==> src/rtl/uart_alu_interface.sv <==
// UART-to-ALU sequencer: collects operand A, operand B and an opcode from
// the UART receiver, then sends the ALU result back through the transmitter.
// Ports:
//   clk, reset          - clock and synchronous active-high reset
//   rx_data, rx_done    - received byte and its one-cycle strobe
//   tx_done             - transmitter finished the current byte
//   alu_result          - combinational ALU result for alu_a/alu_b/alu_op
//   alu_a, alu_b        - registered operands
//   alu_op              - registered opcode (low OP_W bits of the op byte)
//   tx_data, tx_start   - byte to transmit and its one-cycle start pulse
//   busy                - a result is being sent
//   overrun             - sticky: a byte arrived while busy and was dropped
module uart_alu_interface #(
    parameter int N    = 8,
    parameter int OP_W = 6
) (
    input  logic            clk,
    input  logic            reset,
    input  logic [N-1:0]    rx_data,
    input  logic            rx_done,
    input  logic            tx_done,
    input  logic [N-1:0]    alu_result,
    output logic [N-1:0]    alu_a,
    output logic [N-1:0]    alu_b,
    output logic [OP_W-1:0] alu_op,
    output logic [N-1:0]    tx_data,
    output logic            tx_start,
    output logic            busy,
    output logic            overrun
);

    typedef enum logic [2:0] {
        WAIT_A,
        WAIT_B,
        WAIT_OP,
        SEND,
        WAIT_TX
    } state_t;

    state_t state;
    state_t state_next;

    // Opcode uses only the low OP_W bits; the rest of the byte is ignored.
    generate
        if (OP_W < N) begin : g_unused_hi
            logic unused_rx_hi;
            assign unused_rx_hi = ^rx_data[N-1:OP_W];
        end
    endgenerate

    always_ff @(posedge clk) begin
        if (reset) begin
            state <= WAIT_A;
        end else begin
            state <= state_next;
        end
    end

    always_comb begin
        state_next = state;
        busy       = 1'b0;
        unique case (state)
            WAIT_A:  if (rx_done) state_next = WAIT_B;
            WAIT_B:  if (rx_done) state_next = WAIT_OP;
            WAIT_OP: if (rx_done) state_next = SEND;
            SEND: begin
                busy       = 1'b1;
                state_next = WAIT_TX;
            end
            WAIT_TX: begin
                busy = 1'b1;
                if (tx_done) state_next = WAIT_A;
            end
            default: state_next = WAIT_A;
        endcase
    end

    // Datapath: operands only change in the collection states, so they stay
    // stable for the ALU while the result is being sent.
    always_ff @(posedge clk) begin
        if (reset) begin
            alu_a    <= '0;
            alu_b    <= '0;
            alu_op   <= '0;
            tx_data  <= '0;
            tx_start <= 1'b0;
            overrun  <= 1'b0;
        end else begin
            tx_start <= 1'b0;
            unique case (state)
                WAIT_A: begin
                    if (rx_done) begin
                        alu_a   <= rx_data;
                        overrun <= 1'b0;
                    end
                end
                WAIT_B: begin
                    if (rx_done) alu_b <= rx_data;
                end
                WAIT_OP: begin
                    if (rx_done) alu_op <= rx_data[OP_W-1:0];
                end
                SEND: begin
                    tx_data  <= alu_result;
                    tx_start <= 1'b1;
                    if (rx_done) overrun <= 1'b1;
                end
                WAIT_TX: begin
                    if (rx_done) overrun <= 1'b1;
                end
                default: ;
            endcase
        end
    end

endmodule
==> config.mk <==
export PLATFORM = sky130hd
export DESIGN_NAME = uart_alu_interface
export DESIGN_NICKNAME = d
export VERILOG_FILES = /design/src/rtl/uart_alu_interface.sv
export SDC_FILE = /design/constraint.sdc
export NUM_CORES = 1
export LEC_CHECK = 0
export ABC_AREA = 1
export CORE_ASPECT_RATIO = 2
export CORE_MARGIN = 4
export CORE_UTILIZATION = 46
export CTS_CLUSTER_DIAMETER = 40
export CTS_CLUSTER_SIZE = 40
export DETAILED_ROUTE_END_ITERATION = 7
export GPL_TIMING_DRIVEN = 0
export HOLD_SLACK_MARGIN = 0.1
export PLACE_DENSITY = 0.84
export SETUP_SLACK_MARGIN = 0.4
export SYNTH_ARGS = -nofsm -noshare
export SYNTH_HDL_FRONTEND = slang
export SYNTH_SLANG_ARGS = --single-unit
export TNS_END_PERCENT = 50
==> constraint.sdc <==
create_clock -name clk -period 1.5 [get_ports clk]
set_input_delay 0.3 -clock clk [delete_from_list [all_inputs] [get_ports clk]]
set_output_delay 0.3 -clock clk [all_outputs]
set_load 0.005 [all_outputs]
Yosys cells after proc, flatten, opt, wreduce, memory -nomap -nowiden
Index checks and enable logic that the tools add are counted.

Bits in registers: 35. Bits of input ports: 20. Output and inout bits: 33. Logic and storage cells: 34.

Equality and inequality tests: 9. Multiplexer cells: 10. Reductions and logical operators: 8.

Operators by type and width (number): case mux 3 bit (5 select lines) (1); 2-to-1 mux 3 bit (4); inequality test 2 bit (second input constant) (4); == test 3 x 2 -> 1 bit (second input constant) (2); AND reduction 2 bit (3); 2-to-1 mux 1 bit (4); AND reduction 4 bit (1); == test 3 x 1 -> 1 bit (second input constant) (1); == test 3 bit (second input constant) (1); logical NOT 3 bit (1); AND reduction 3 bit (1); inequality test 2 x 1 -> 1 bit (second input constant) (1); case mux 1 bit (2 select lines) (1); nonzero test 2 bit (1); OR reduction 2 bit (1).

Logic depth before layout (Yosys ltp)
Depth after elaboration: 4. Depth in mapped cells: 7. Depth with buffers taken out: 6.

Least setup slack after synthesis
No wires, ideal clock.

Path type: register to output. From: register state[1]. To: output port busy. Arrival: 0.741 ns. Required time: 1.200 ns. Path slack: 0.459 ns. Stages on the path, launching flop included: 5. Path buffers: 1. Path through: dfxtp_1 > buf_6 > nor2_2 > inv_1 > o21ai_1.

Longest elaborated chain between the ends: 3.

Ends and longest elaborated chain: start: declaration (line 40) `state_t state;`; start signal: assignment (line 55) `state <= state_next;`; == test 3 bit / == test 3 x 2 -> 1 bit (equally long branches) (line 62) `unique case (state)`; OR reduction 2 bit (no source line) (*); 2-to-1 mux 1 bit (*) (line 62); end: declaration (line 28) `output logic busy,`.

Every way passes the cells marked *; elsewhere a longest branch is shown, timed or not.

Worst setup path after layout
Same ends and word-level chain as after synthesis.

==> flow_summary.json <==
{
  "layout.cells.non_filler": 281,
  "cp_cell_sequence": "buf_6, nor2_4, inv_2, o21ai_2, buf_2",
  "rsz0062_at_grt": "true",
  "hold_depth": 2,
  "status": "finished, final reports clean",
  "async_reset_ff_share_pct": 0,
  "arrival_ns": 1.12,
  "first_global_vias": 1347,
  "dieArea_um2": 3930,
  "crit_cells": 5,
  "yosysMostFrequentCell": "nand2_1",
  "synthTopCellsByCount": "53 x nand2_1, 35 x dfxtp_1, 34 x a21oi_1, 14 x nand4_1",
  "critPathKind": "flop to primary output",
  "grt_remaining_overflow": 0,
  "tritoncts": "done",
  "drc": 0,
  "crit_path_top_delay_cell": "dfxtp_2",
  "fill_cells": 192,
  "root_buffer": "clkbuf_8",
  "clk_path_buf_depth": 2,
  "grt_usage_pct": 20.6,
  "ys.flop_type": "dfxtp_1",
  "cp-end-kind": "primary output",
  "cts-buffers-inserted": 5,
  "slew-limit-headroom_pct": 64.6,
  "initial_core_util_pct": 48.3,
  "slew_viol_final": 0,
  "synth_edf_count": 0,
  "syn_inst": 171,
  "place_congestion": 0.837,
  "syn_nets": 191,
  "synth-warning-count": 0,
  "p_per_area_nw_per_um2": 1040,
  "row_count": 27,
  "muxShareOfSynthArea_pct": 0,
  "maxCapViolCount": 0,
  "core_area_um2": 2800,
  "reg2reg_slack_ns": 0.14,
  "dp_hpwl_mm": 2.63,
  "synth_cell_types": 17,
  "cts-hold-fix-buffers": 0,
  "synth-seq-area-share_pct": 51.8,
  "hold_viol": 0,
  "clock_latency_ns": 0.29,
  "synth_top_family_by_area": "simple AND/OR/NAND/NOR gates",
  "ir_worst_vdd_uv": 850,
  "crit_family": "flip-flops",
  "r2r-start": "state[1]",
  "cpPeakStageDelay_ns": 0.32,
  "met1Wirelength_mm": 1.60,
  "first_iter_violations": 61,
  "required_ns": 1.20,
  "synth_seq_cells": 35,
  "drive_gt1_share_pct": 45.6,
  "ys_top_cells_by_area": "dfxtp_1 52%, nand2_1 15%, a21oi_1 13%",
  "min_path_type": "input port to flop",
  "synth_compound_area_share_pct": 13.3,
  "leakage_nw": 1.02,
  "fin_nets": 271,
  "die_h_um": 84.7,
  "timing.critical_path.buf_inv": 3,
  "min_from": "reset",
  "synthSimpleGateAreaFrac_pct": 27.6,
  "avgSynthCellArea_um2": 7.92,
  "cts.reportedPaths.clkPinSlew_ns": 0.07,
  "r2r-end": "overrun",
  "cts_sinks": 35,
  "port-buffer-count": 51,
  "syn-cell-area_um2": 1350,
  "place_area_um2": 1900,
  "reg2regPathDepth": 9,
  "antenna_found_initial": 0,
  "die_w_um": 46.4,
  "setup.worst_path.start_class": "flop",
  "fin_skew_ns": 0.00372,
  "num_vias": 1528,
  "wl_met2_mm": 2.43,
  "wl_met3_um": 300,
  "clock.fmax_mhz": 705,
  "fin_crit_sh_pct": 94.5,
  "ios": 53,
  "layout_min_cycle_time_ns": 1.42,
  "via_per_inst": 5.44,
  "stdcell_area_um2": 2190,
  "dr.pass1.iters": 4,
  "routedWlPerCell_um": 16.4,
  "antenna_cells": 0,
  "grt_pass1_wl_mm": 5.90,
  "top_layer_used": "met4",
  "placedCellCount": 251,
  "grt_max_degree": 11,
  "ant_nets": 0,
  "crit_fanout": 2,
  "synthToLayoutAreaGrowth_pct": 61.5,
  "netlist.area_leader.share_pct": 51.8,
  "htree_levels": 2,
  "synth_top_area_cell": "dfxtp_1",
  "tightest_slew_ns": 0.532,
  "min_to": "alu_op[1]",
  "synth_xor_area_share_pct": 0,
  "synthAdderAreaFrac_pct": 0,
  "routed_wl_mm": 4.60,
  "finalSetupViolations": 0
}
==> final cells by class <==
type / instances / area [um2] / area share (%)
buffer: 11 / 95.1 / 4.35
clock buffer: 8 / 100 / 4.58
inverter: 9 / 33.8 / 1.55
multi-input combinational: 116 / 599 / 27.4
sequential: 35 / 742 / 33.9
tap: 29 / 36.3 / 1.66
timing repair buffer: 73 / 579 / 26.5
==> sequential cells by signal, indices dropped and copies added, names as in the netlist <==
| register | cells |
|---|---|
| alu_a | 8 |
| alu_b | 8 |
| tx_data | 8 |
| alu_op | 6 |
| state | 3 |
| overrun | 1 |
| tx_start | 1 |
==> per-stage QoR <==
stage	hold slack (ns)	setup slack [ns]	power (mW)	util [%]	TNS (ns)
after floorplan	0.443	0.459	1.21	-	0
after global placement	0.447	-0.114	1.38	67.8	-0.430
after detailed placement	0.451	-0.120	1.39	67.8	-0.604
after CTS	0.337	0.0430	2.13	70.0	0
after global routing	0.412	0.0272	2.36	78.0	0
final	0.359	0.0824	2.27	78.0	0
==> per-layer routing <==
layer	vias up	track usage, %
li1	731	-
met1	701	20.6
met2	72	33.5
met3	24	4.29
met4	0	17.1
met5	-	0
==> cell families after synthesis <==
logic type,Yosys count
buf+inv,20
compound gates,36
flops,35
simple gates,80
==> layout by cell type (no fill, tap or decap), types with 3 or more instances in the layout <==
master           count
nand2_1             50
a21oi_2              3
buf_2               31
dfxtp_1              4
dlymetal6s2s_1       5
nand3_1              5
clkdlybuf4s50_1     17
nand2_2              3
nand3_2              3
nand4_1             14
clkbuf_1             5
inv_2                5
clkbuf_8             7
buf_4               18
buf_6                5
nor2_4               3
dfxtp_2             30
a21oi_1             31
inv_1                4
==> what timing repair did <==
item                                    CTS  global route
pin swaps                                 2            14
gates cloned                              0             4
setup buffers                             8            10
gates resized for setup                 149            31
endpoints found under the setup margin   58            40
==> worst max-delay path by stage <==
stage / from / slack, ns / to
after floorplan: state[1] / 0.46 / busy
after global placement: state[1] / -0.11 / busy
after detailed placement: state[1] / -0.12 / busy
after CTS: state[1] / 0.04 / busy
after global routing: state[1] / 0.03 / busy
final: state[1] / 0.08 / busy
==> report_power, final <==
part / total, mW / switching [mW] / internal [mW]
Combinational: 0.502 / 0.240 / 0.263
Sequential: 1.02 / 0.0330 / 0.983
Clock: 0.748 / 0.329 / 0.419
Power figures use the tool's default switching activity.
